==> src/rtl/bus_cycle_controller.sv <==
// 68030 asynchronous bus-cycle controller: region decode to chip selects,
// per-region wait states with sized DSACK, watchdog BERR and a boot overlay.
module bus_cycle_controller #(
    parameter int unsigned                 NUM_REGIONS  = 4,
    parameter logic [8*NUM_REGIONS-1:0]    REGION_MATCH = 32'hF0_F0_00_80,
    parameter logic [8*NUM_REGIONS-1:0]    REGION_MASK  = 32'hFC_FF_F0_F0,
    parameter logic [4*NUM_REGIONS-1:0]    REGION_WAIT  = 16'h2_0_1_3,
    parameter logic [2*NUM_REGIONS-1:0]    REGION_PORT  = 8'b10_01_01_01,
    parameter logic [NUM_REGIONS-1:0]      REGION_EXT   = 4'b0100,
    parameter int unsigned                 BOOT_CYCLES  = 8,
    parameter int unsigned                 BOOT_REGION  = 0,
    parameter int unsigned                 TIMEOUT      = 64
) (
    input  logic                   CLK,
    input  logic                   RST_n,
    input  logic [3:0]             AH,
    input  logic [3:0]             AM,
    input  logic [2:0]             FC,
    input  logic                   AS_n,
    input  logic [NUM_REGIONS-1:0] EXT_ACK_n,
    output logic [NUM_REGIONS-1:0] CS_n,
    output logic                   DSACK0_n,
    output logic                   DSACK1_n,
    output logic                   BERR_n,
    output logic                   BOOT
);

    localparam int unsigned RW = (NUM_REGIONS > 1) ? $clog2(NUM_REGIONS) : 1;

    typedef enum logic [2:0] {
        S_IDLE,
        S_WAIT,
        S_ACK,
        S_BERR,
        S_DONE
    } state_t;

    state_t                   state;
    state_t                   state_nxt;
    logic [RW-1:0]            region;
    logic                     region_vld;
    logic [3:0]               wait_cnt;
    logic [9:0]               wdog;
    logic [7:0]               boot_cnt;

    logic [7:0]               addr_key;
    logic [NUM_REGIONS-1:0]   hit;
    logic                     hit_vld;
    logic [RW-1:0]            hit_idx;
    logic                     sel_vld;
    logic [RW-1:0]            sel_idx;
    logic                     ext_ok;
    logic                     wdog_expired;

    logic [3:0]               wait_tab [NUM_REGIONS];
    logic [1:0]               port_tab [NUM_REGIONS];

    assign addr_key = {AH, AM};

    for (genvar g = 0; g < NUM_REGIONS; g++) begin : g_region
        assign wait_tab[g] = REGION_WAIT[4*g +: 4];
        assign port_tab[g] = REGION_PORT[2*g +: 2];
        assign hit[g]      = ((addr_key ^ REGION_MATCH[8*g +: 8]) & REGION_MASK[8*g +: 8]) == 8'h00;
    end

    // Lowest-index region wins when several match.
    always_comb begin
        hit_vld = 1'b0;
        hit_idx = '0;
        for (int unsigned i = 0; i < NUM_REGIONS; i++) begin
            if (hit[i] && !hit_vld) begin
                hit_vld = 1'b1;
                hit_idx = RW'(i);
            end
        end
    end

    assign BOOT    = (boot_cnt == 8'(BOOT_CYCLES));
    assign sel_vld = (FC != 3'b111) && (!BOOT || hit_vld);
    assign sel_idx = BOOT ? hit_idx : RW'(BOOT_REGION);

    assign ext_ok       = !REGION_EXT[region] || !EXT_ACK_n[region];
    assign wdog_expired = (wdog == 10'(TIMEOUT - 1));

    always_ff @(posedge CLK or negedge RST_n) begin
        if (!RST_n) begin
            state <= S_IDLE;
        end else begin
            state <= state_nxt;
        end
    end

    always_comb begin
        state_nxt = state;
        case (state)
            S_IDLE: begin
                if (!AS_n) begin
                    state_nxt = S_WAIT;
                end
            end
            S_WAIT: begin
                if (AS_n) begin
                    state_nxt = S_IDLE;
                end else if (wdog_expired) begin
                    state_nxt = S_BERR;
                end else if (region_vld && wait_cnt == 4'd0 && ext_ok) begin
                    state_nxt = S_ACK;
                end
            end
            S_ACK, S_BERR, S_DONE: begin
                if (AS_n) begin
                    state_nxt = S_IDLE;
                end
            end
            default: state_nxt = S_IDLE;
        endcase
    end

    always_ff @(posedge CLK or negedge RST_n) begin
        if (!RST_n) begin
            region     <= '0;
            region_vld <= 1'b0;
            wait_cnt   <= '0;
            wdog       <= '0;
            boot_cnt   <= '0;
        end else begin
            case (state)
                S_IDLE: begin
                    if (!AS_n) begin
                        region     <= sel_idx;
                        region_vld <= sel_vld;
                        wait_cnt   <= sel_vld ? wait_tab[sel_idx] : 4'd0;
                        wdog       <= '0;
                        if (boot_cnt != 8'(BOOT_CYCLES)) begin
                            boot_cnt <= boot_cnt + 8'd1;
                        end
                    end
                end
                S_WAIT: begin
                    if (wdog != '1) begin
                        wdog <= wdog + 10'd1;
                    end
                    if (wait_cnt != 4'd0) begin
                        wait_cnt <= wait_cnt - 4'd1;
                    end
                end
                default: ;
            endcase
        end
    end

    // Chip select stays asserted through ACK/BERR until AS_n is sampled high.
    always_comb begin
        CS_n     = '1;
        DSACK0_n = 1'b1;
        DSACK1_n = 1'b1;
        BERR_n   = 1'b1;
        if (region_vld && (state == S_WAIT || state == S_ACK || state == S_BERR)) begin
            CS_n[region] = 1'b0;
        end
        if (state == S_ACK) begin
            case (port_tab[region])
                2'b00: begin
                    DSACK0_n = 1'b0;
                    DSACK1_n = 1'b0;
                end
                2'b10:   DSACK1_n = 1'b0;
                default: DSACK0_n = 1'b0;
            endcase
        end
        if (state == S_BERR) begin
            BERR_n = 1'b0;
        end
    end

endmodule

==> config.mk <==
export PLATFORM = sky130hd
export DESIGN_NAME = bus_cycle_controller
export DESIGN_NICKNAME = d
export VERILOG_FILES = /design/src/rtl/bus_cycle_controller.sv
export SDC_FILE = /design/constraint.sdc
export NUM_CORES = 1
export LEC_CHECK = 0
export ABC_AREA = 1
export ABC_CLOCK_PERIOD_IN_PS = 4320
export CELL_PAD_IN_SITES_DETAIL_PLACEMENT = 1
export CELL_PAD_IN_SITES_GLOBAL_PLACEMENT = 1
export CORE_MARGIN = 1
export CORE_UTILIZATION = 42
export DETAILED_ROUTE_END_ITERATION = 7
export MAX_ROUTING_LAYER = met4
export PLACE_DENSITY_LB_ADDON = 0.15
export SLEW_MARGIN = 20
export SYNTH_ARGS = -nofsm -noshare
export SYNTH_HDL_FRONTEND = slang
export SYNTH_SLANG_ARGS = --single-unit
==> constraint.sdc <==
create_clock -name CLK -period 4.32 [get_ports CLK]
set_input_delay 0.432 -clock CLK [delete_from_list [all_inputs] [get_ports CLK]]
set_output_delay 0.432 -clock CLK [all_outputs]
set_load 0.1 [all_outputs]
==> results.py <==
metrics = {
    "placed_design": {
        "globalplace.congestion": 0.757,
        "hpwl_um": 2890,
        "io_buffers": 22,
    },
    "synthesis": {
        "synth_seq_cells": 27,
        "netlist.top_cell.by_area": "sky130_fd_sc_hd__dfrtp_1",
        "synth_top_cell_area_share_pct": 39.5,
        "synth_edf_count": 0,
        "cell_area_synth_um2": 1710,
        "synth_adder_area_share_pct": 2.92,
        "seq_area_frac_synth_pct": 39.5,
        "async_flop_share_pct": 100,
        "synth-simple-area-share_pct": 36.0,
        "synth-xor-area-share_pct": 5.12,
        "synth_ff_type": "sky130_fd_sc_hd__dfrtp_1",
        "synth.mux.area_fraction_pct": 0,
        "yosys.cell_types.count": 27,
        "syn_area_per_cell_um2": 7.74,
        "synth_top_family_by_area": "simple AND/OR/NAND/NOR gates",
        "net_count_after_synthesis": 243,
        "synth_top_cells_by_count": "45 x sky130_fd_sc_hd__nand2_1, 29 x sky130_fd_sc_hd__inv_1, 27 x sky130_fd_sc_hd__dfrtp_1",
        "synth.yosys.warnings": 0,
        "post-synth-top-count-cell": "sky130_fd_sc_hd__nand2_1",
        "synth-compound-area-share_pct": 7.89,
        "synth_area_leaders": "sky130_fd_sc_hd__dfrtp_1 39%, sky130_fd_sc_hd__nand2_1 9.9%, sky130_fd_sc_hd__nand3_1 7.3%, sky130_fd_sc_hd__inv_1 6.4%, sky130_fd_sc_hd__nor2_1 4.8%",
        "syn_inst": 221,
    },
    "floorplan": {
        "dieWidth_um": 65.8,
        "io_pins": 26,
        "placeableCoreArea_um2": 3770,
        "std_cell_rows": 22,
        "chipHeight_um": 65.8,
        "floorplan.initialDensity_pct": 45.4,
        "dieArea_um2": 4330,
    },
    "detailed_routing": {
        "drt_first_pass_iters": 4,
        "postRouteAntennaNets": 0,
        "routed_via_density": 5.11,
        "route.vias.total": 1501,
        "post-route-drc-count": 0,
        "wirelength_um": 3690,
        "avgRoutedWirePerCell_um": 12.5,
        "drt_iter0_drc": 77,
    },
    "clock_tree": {
        "htreeDepth": 1,
        "cts_buffers": 3,
        "clock_insertion_delay_worst_skew_ns": 0.28,
        "cts_max_path_buffers": 2,
        "cts-hold-fix-buffers": 0,
        "post_cts.repair.setup_buffers": 0,
        "clock_sinks": 27,
        "clk_root_buffer_cell": "sky130_fd_sc_hd__clkbuf_8",
        "cts_tree": "built",
        "cts.repair.resized": 0,
        "worst_setup_hold_path_clk_slew_ns": 0.10,
    },
    "critical_path": {
        "timing.critical_path.from_type": "flip-flop",
        "critical_path_required_ns": 3.89,
        "crit_path_cell_trace": "inv_1 -> ha_1 -> nand3_2 -> nor2_4 -> clkdlybuf4s50_1",
        "cp_num_buf_inv": 2,
        "path_max_fanout": 8,
        "slowest_delay_ns": 1.19,
        "critical_path.top_delay_family": "buffers and inverters",
        "slowest_cell_on_the_critical_path": "sky130_fd_sc_hd__clkdlybuf4s50_1",
        "setup.worst_path.end_class": "output pin",
        "setup.worst_path.class": "reg -> out",
        "worstPathArrival_ns": 2.48,
    },
    "final_layout": {
        "diodes": 0,
        "area_delta_synth_final_pct": 18.1,
        "area_occupied_by_registers_um2": 676,
        "layout-drive-gt1-share_pct": 9.76,
        "fillCellCount": 475,
        "layout.nets": 269,
        "multi_input_gate_area_in_the_final_layout_um2": 888,
    },
    "sta": {
        "unrepaired_setup_endpoints_after_global_routing": "false",
        "clock-skew-final_ns": 0.00737,
        "clock.fmax_ghz": 0.343,
        "setup_viol": 0,
        "min_period_ns": 2.92,
        "hold_viol_final": 0,
        "timing.slew.headroom_pct": 34.7,
        "worst-slew-pin-transition_ns": 0.977,
        "timing.final.crit_share_pct": 67.5,
        "fin_tns_setup_ns": 0,
        "drv_slew": 0,
    },
    "global_routing": {
        "initial_antenna_violation_count": 0,
        "wire_length_of_the_first_global_routing_pass_um": 6580,
        "global_route.usage.total_pct": 20.4,
        "gr-total-overflow": 0,
        "grt_pass1_vias": 1499,
        "largest_net_degree_at_the_start_of_global_routing": 28,
    },
    "power": {
        "worst_ir_drop_vdd_mv": 0.279,
        "totalPowerFinal_mw": 1.15,
        "power-per-cell-area_nw_per_um2": 567,
        "leakage_nw": 0.906,
    },
    "outcome": {
        "status": "finished, final reports clean",
    },
    "worst_hold_path": {
        "hold_path_class": "in -> async",
    },
    "job": {
        "max_cap_viol_count": 0,
    },
}
## cells in the final DEF (no fill, tap or decap), types with 2 or more instances in the layout
cell type                         synthesis  final
sky130_fd_sc_hd__a21oi_1                  2      2
sky130_fd_sc_hd__clkbuf_8                 0      3
sky130_fd_sc_hd__clkdlybuf4s50_1          0     22
sky130_fd_sc_hd__dfrtp_1                 27     27
sky130_fd_sc_hd__ha_1                     4      4
sky130_fd_sc_hd__inv_1                   29     29
sky130_fd_sc_hd__inv_2                    3      3
sky130_fd_sc_hd__nand2_1                 45     45
sky130_fd_sc_hd__nand2_2                  2      2
sky130_fd_sc_hd__nand2_4                  3      3
sky130_fd_sc_hd__nand3_1                 25     25
sky130_fd_sc_hd__nand3_2                  2      2
sky130_fd_sc_hd__nand3b_1                 3      3
sky130_fd_sc_hd__nand4_1                  5      5
sky130_fd_sc_hd__nor2_1                  22     22
sky130_fd_sc_hd__nor2_4                   5      5
sky130_fd_sc_hd__nor3_1                   7      7
sky130_fd_sc_hd__o21ai_0                  7      7
sky130_fd_sc_hd__o21ai_1                 11     11
sky130_fd_sc_hd__xnor2_1                  3      3
sky130_fd_sc_hd__xor2_1                   7      7
## metrics by stage
| step | utilization, % | hold WS, ns | cells | area (µm²) | setup WS [ns] |
|---|---|---|---|---|---|
| floorplan | - | 0.136 | 221 | 1710 | 2.41 |
| global placement | 52.4 | 0.524 | 290 | 1980 | 1.73 |
| detailed placement | 52.4 | 0.522 | 290 | 1980 | 1.71 |
| CTS | 53.6 | 0.539 | 294 | 2020 | 1.38 |
| global route | 53.6 | 0.560 | 294 | 2020 | 1.30 |
| finish | 53.6 | 0.524 | 294 | 2020 | 1.40 |
## report_power, final
part	leakage, nW	switching, mW	internal [mW]
clock	0.0228	0.0823	0.0663
sequential	0.341	0.0952	0.334
combinational	0.543	0.385	0.184
## cells by family after synthesis
group,count (synthesis)
simple gates,121
buf+inv,35
xor+xnor,10
flops,27
compound gates,24
fa+ha+maj,4
## per-layer routing
layer  vias up  part of all wire, %  GRT usage, %
li1        759                    -             -
met1       724                   45          23.8
met2        16                   52          36.4
met3         2                  2.0          3.62
met4         0                 0.49          4.08
met5         -                    0             -
## layout make-up
class	count	share of cell area (%)
Sequential cell	27	33.4
Timing Repair Buffer	23	11.3
Tap cell	48	2.97
Multi-Input combinational cell	159	43.9
Inverter	33	6.19
Clock buffer	4	2.23
## state kept, by name, summed over array words and instances, names as in the netlist
| register | flops |
|---|---|
| wdog | 10 |
| boot_cnt | 8 |
| wait_cnt | 4 |
| region | 2 |
| state | 2 |
| region_vld | 1 |
## final timing paths
path                                  start  depth (start not counted)  slack [ns]           to
worst max register to register      wdog[0]                          9        2.68      wdog[7]
worst max-delay path            boot_cnt[0]                          5        1.40         BOOT
worst min-delay path                  RST_n                          2        0.52     state[0]
max in group asynchronous             RST_n                          2        3.53  boot_cnt[0]
worst min register to register  boot_cnt[0]                          1        0.54  boot_cnt[0]
min in group CLK                boot_cnt[0]                          1        0.54  boot_cnt[0]
No activity file was read; power rests on OpenSTA's default activity.
==> variant 1 (same flow settings) <==
Register the output `BERR_n`, cleared by the reset; this adds one clock of latency there. The other outputs are not delayed to match.
--- a/src/rtl/bus_cycle_controller.sv
+++ b/src/rtl/bus_cycle_controller.sv
@@ -36,2 +36,4 @@
     } state_t;
+
+    logic BERR_n_d;
 
@@ -156,3 +158,3 @@
         DSACK1_n = 1'b1;
-        BERR_n   = 1'b1;
+        BERR_n_d = 1'b1;
         if (region_vld && (state == S_WAIT || state == S_ACK || state == S_BERR)) begin
@@ -171,3 +173,11 @@
         if (state == S_BERR) begin
-            BERR_n = 1'b0;
+            BERR_n_d = 1'b0;
+        end
+    end
+
+    always_ff @(posedge CLK or negedge RST_n) begin
+        if (!RST_n) begin
+            BERR_n <= '0;
+        end else begin
+            BERR_n <= BERR_n_d;
         end
Function: changed (Yosys sat finds a counterexample within 4 cycles, from zero or initial values and one cycle with RST_n low).
==> variant 1 against the unedited design <==
Power increased by 2.1%. Largest power group unchanged. Register-to-register slack worse by 0.05 ns. Clock power shrank 6%. Area after synthesis is 1.9% higher. Worst setup slack improved by 0.021 ns. Final area is 2.7% higher. Wire length increased by 0.35%. Sequential cell count increased by 1.
==> variant 1: results (changes against the unedited design) <==
[logic_synthesis]
avgSynthCellArea_um2 = 7.93  ; +2.4%
synth-seq-area-share = 0.402  ; +0.00698
ys.flop_type = dfrtp_1
synth_top_area_share = 0.402  ; +0.00698
synth.area.top_cells = dfrtp_1 (40%), nand2_1 (9.9%), inv_1 (7.1%)
yosys-top-cells-count = nand2_1 (46), inv_1 (33), dfrtp_1 (28)
syn-num-nets = 242  ; -0.41%

[status]
outcome = finished clean

[timing]
hold_slack_ns = 0.515  ; -0.00916 ns
skew_ns = 0.00665  ; -0.000720 ns
tightestPinTransition_ns = 0.970  ; -0.00747 ns

[drt]
routed-via-count = 1499  ; -0.13%
drtIter0Drc = 51  ; -34%
wl_per_cell_um = 12.5  ; -0.33%

[worst_setup_path]
crit_end = BOOT
worstPathMaxFanout = 4  ; -4
critical_path_arrival_ns = 2.46  ; -0.02 ns
r2r_setup_slack_ns = 2.63  ; -0.05 ns
timing.rr.end = wdog[7]
reg2regPathDepth = 10  ; +1
critPathMaxStageDelay_ns = 1.14  ; -0.05 ns

[power]
power.switching_uw = 575  ; +2.3%
cellLeakagePower_uw = 0.000964  ; +6.4%
vdd_drop_max_mv = 0.223  ; -20%

[global_route]
grt_pass1_wl_um = 6330  ; -3.8%
grt_pass1_vias = 1447  ; -3.5%
grt_max_degree = 29  ; +3.6%
grt_usage = 0.192  ; -0.0112

[finish]
fin_cells = 296  ; +0.68%
fillCellCount = 502  ; +5.7%
drive_above_1_share = 0.106  ; +0.00813
fin_nets = 270  ; +0.37%

[place]
dp.cells = 293  ; +1.0%
dp_hpwl_um = 2980  ; +3.2%

[worst_hold_path]
min_path_type = reg -> reg

[cts]
path_clk_slew_ns = 0.09

-- variant 1: cell count changes in the layout (fill, tap and decap cells not counted), moves of 4 or more --
cell and change:
o21ai_1 -11, o21ai_0 +6, inv_1 +4, nor2_1 -4
-- variant 1: cell type report --
class | count | share of cell area
Clock buffer | 3 | 0.0199
Inverter | 34 | 0.0627
Tap cell | 50 | 0.0301
Timing Repair Buffer | 23 | 0.110
Sequential cell | 28 | 0.338
Multi-Input combinational cell | 158 | 0.440
-- variant 1: logic make-up after synthesis --
logic type,share of synthesized area
AO/OA/AOI/OAI,0.0811
XOR/XNOR,0.0352
adder cells (fa/ha/maj),0.0287
buffers and inverters,0.0746
flip-flops,0.402
AND/OR/NAND/NOR,0.379
-- variant 1: metal layers --
metal,global-route usage,vias up,wire [um]
met5,-,-,0
met4,0.0452,0,29
met3,0.0345,4,75
met2,0.325,15,1790
met1,0.238,715,1810
li1,-,765,-
-- variant 1: per-stage QoR --
step	worst slack [ns]	util	power [uW]	area (um2)
2_1_floorplan	2.31	-	893	1740
3_3_place_gp	1.72	0.509	1020	2030
3_5_place_dp	1.72	0.509	1050	2030
4_1_cts	1.40	0.519	1190	2080
5_1_grt	1.28	0.519	1270	2080
6_report	1.43	0.519	1170	2080
-- variant 1: tightest hold or removal path: cells and delay by family, from the launching register on --
family	cells	cell delay, ns
DFF	1	0.38
and+or+nand+nor	2	0.11
-- variant 1: power by group through the flow --
stage / combinational [uW] / sequential [uW] / clock [uW]
after global routing: 666 / 444 / 158
after floorplan: 459 / 434 / 0
after global placement: 590 / 434 / 0
final: 598 / 432 / 140
after detailed placement: 608 / 438 / 0
after CTS: 612 / 433 / 149
==> variant 2 (same flow settings) <==
Without the edit above. The parameter `NUM_REGIONS` goes from 4 to 8.
--- a/src/rtl/bus_cycle_controller.sv
+++ b/src/rtl/bus_cycle_controller.sv
@@ -3,3 +3,3 @@
 module bus_cycle_controller #(
-    parameter int unsigned                 NUM_REGIONS  = 4,
+    parameter int unsigned                 NUM_REGIONS  = 8,
     parameter logic [8*NUM_REGIONS-1:0]    REGION_MATCH = 32'hF0_F0_00_80,
Ports: changed (resized CS_n and EXT_ACK_n); port bits go from 26 to 34. No check against the original RTL was run, so the function may have changed too.
==> variant 2 against the unedited design <==
Final area up 12%. Power up 9.8%. Via count up 15%. Sequential cell count up 1. Worst setup slack worse by 0.098 ns. Synthesized cell count up 15%. Non-clock buffer count up 7. Area after synthesis up 9.1%. Wire length up 21%. Largest power group unchanged.
==> variant 2: results (changes against the unedited design) <==
[status]
outcome = finished clean

[cts]
clock_latency_ns = 0.29
ctsResizeCount = 0  ; unchanged
cts_root_buffer = clkbuf_8
post_cts_buffers = 0  ; unchanged
cts_buffers = 3  ; unchanged
path_clk_slew_ns = 0.10  ; about the same

[drt]
wl_per_cell_um = 13.3  ; +5.9%
drtIter0Drc = 39  ; -49%
routed-via-count = 1726  ; +15%

[global_route]
grt_pass1_wl_um = 7710  ; +17%
grtUsageMet1 = 0.260  ; +0.0223
grt_usage = 0.223  ; +0.0189
grt_max_degree = 29  ; +3.6%
gr-usage-met2 = 0.407  ; +0.0433
antenna_found_initial = 0  ; unchanged
grt_pass1_vias = 1773  ; +18%
grtUsageMet3 = 0.0263  ; -0.00989

[worst_setup_path]
slowest_stage = clkdlybuf4s50_1
critPathMaxStageDelay_ns = 1.00  ; -0.19 ns
path_delay_family = buffers and inverters

[logic_synthesis]
yosysUniqueCellTypes = 29  ; +7.4%
syn-num-nets = 281  ; +16%
yosys-top-cells-count = nand2_1 (61), inv_1 (36), nand3_1 (31)
synth-seq-area-share = 0.375  ; -0.0197
synth_top_area_share = 0.375  ; -0.0197
synth.area.top_cells = dfrtp_1 (38%), nand2_1 (12%), nand3_1 (8.3%)
async_flop_share = 1.00  ; unchanged

[timing]
fin_tns_setup_ns = 0  ; unchanged
tightestPinTransition_ns = 0.970  ; -0.00746 ns
max_freq_mhz = 332  ; -3.3%
skew_ns = 0.00873  ; +0.00135 ns

[power]
cellLeakagePower_uw = 0.00107  ; +18%
vdd_drop_max_mv = 0.265  ; -4.9%

[finish]
drive_above_1_share = 0.0667  ; -0.0309
diodes = 0  ; unchanged
fin_nets = 312  ; +16%

[place]
gp_congestion = 0.763  ; +0.85%
port_buffers = 29  ; +32%
dp_hpwl_um = 3480  ; +21%

[worst_hold_path]
min_path_type = reg -> reg

==> variant 2: cell types whose count changed in the layout (fill, tap and decap cells not counted), sizes merged, moves of 2 or more <==
cell / before / now
nand2: 50 / 66
clkdlybuf4s50: 22 / 29
inv: 32 / 39
o21ai: 18 / 11
a21oi: 3 / 8
nand3: 27 / 31
nor2: 27 / 31
xor2: 7 / 11
nand3b: 3 / 0
o22ai: 1 / 3
xnor2: 3 / 1
==> variant 2: per-layer routing <==
| layer | vias up | part of all wire |
|---|---|---|
| met4 | 0 | 0.0067 |
| li1 | 874 | - |
| met3 | 3 | 0.037 |
| met2 | 30 | 0.49 |
| met5 | - | 0 |
| met1 | 819 | 0.47 |
==> variant 2: final timing paths <==
path / from / to / slack, ns / cells after the start
max in group asynchronous: RST_n / region_vld / 3.50 / 2
worst min register to register: boot_cnt[7] / boot_cnt[7] / 0.52 / 1
worst max-delay path: state[1] / CS_n[3] / 1.31 / 6
worst min-delay path: boot_cnt[7] / boot_cnt[7] / 0.52 / 1
worst max register to register: wdog[0] / wdog[3] / 2.63 / 8
min in group asynchronous: RST_n / state[1] / 0.53 / 2
==> variant 2: report_power, final <==
part | internal, uW | total (uW) | switching [uW]
sequential | 343 | 427 | 84.0
combinational | 194 | 621 | 427
clock | 124 | 212 | 87.4
total | 661 | 1260 | 599
==> variant 2: logic make-up (layout without fill, tap and decap cells) <==
logic type,after synthesis,count (layout),share of synthesized area
buffers and inverters,43,73,0.0951
adder cells (fa/ha/maj),4,4,0.0268
flip-flops,28,28,0.375
XOR/XNOR,12,12,0.0563
AO/OA/AOI/OAI,27,27,0.0811
AND/OR/NAND/NOR,141,141,0.366
==> variant 2: per-stage QoR <==
step,worst slack (ns),instances,util,power [uW],cell area [um2]
after detailed placement,1.61,331,0.531,1060,2200
after global routing,1.15,335,0.549,1370,2270
final,1.31,335,0.549,1260,2270
after floorplan,1.89,255,-,907,1870
after CTS,1.28,335,0.549,1280,2270
after global placement,1.64,331,0.531,1030,2200
==> variant 2: worst register-to-register path: cells and delay by family, from the launching register on <==
kind | cells | cell delay (ns)
adder cells (fa/ha/maj) | 1 | 0.21
AO/OA/AOI/OAI | 2 | 0.25
AND/OR/NAND/NOR | 5 | 0.70
flip-flops | 1 | 0.47
==> variant 2: cell type report <==
type	count	area (um2)
Fill cell	550	1870
Multi-Input combinational cell	184	990
Sequential cell	28	701
Timing Repair Buffer	30	298
Inverter	39	151
Tap cell	50	62.6
Clock buffer	3	41.3
Clock inverter	1	30.0
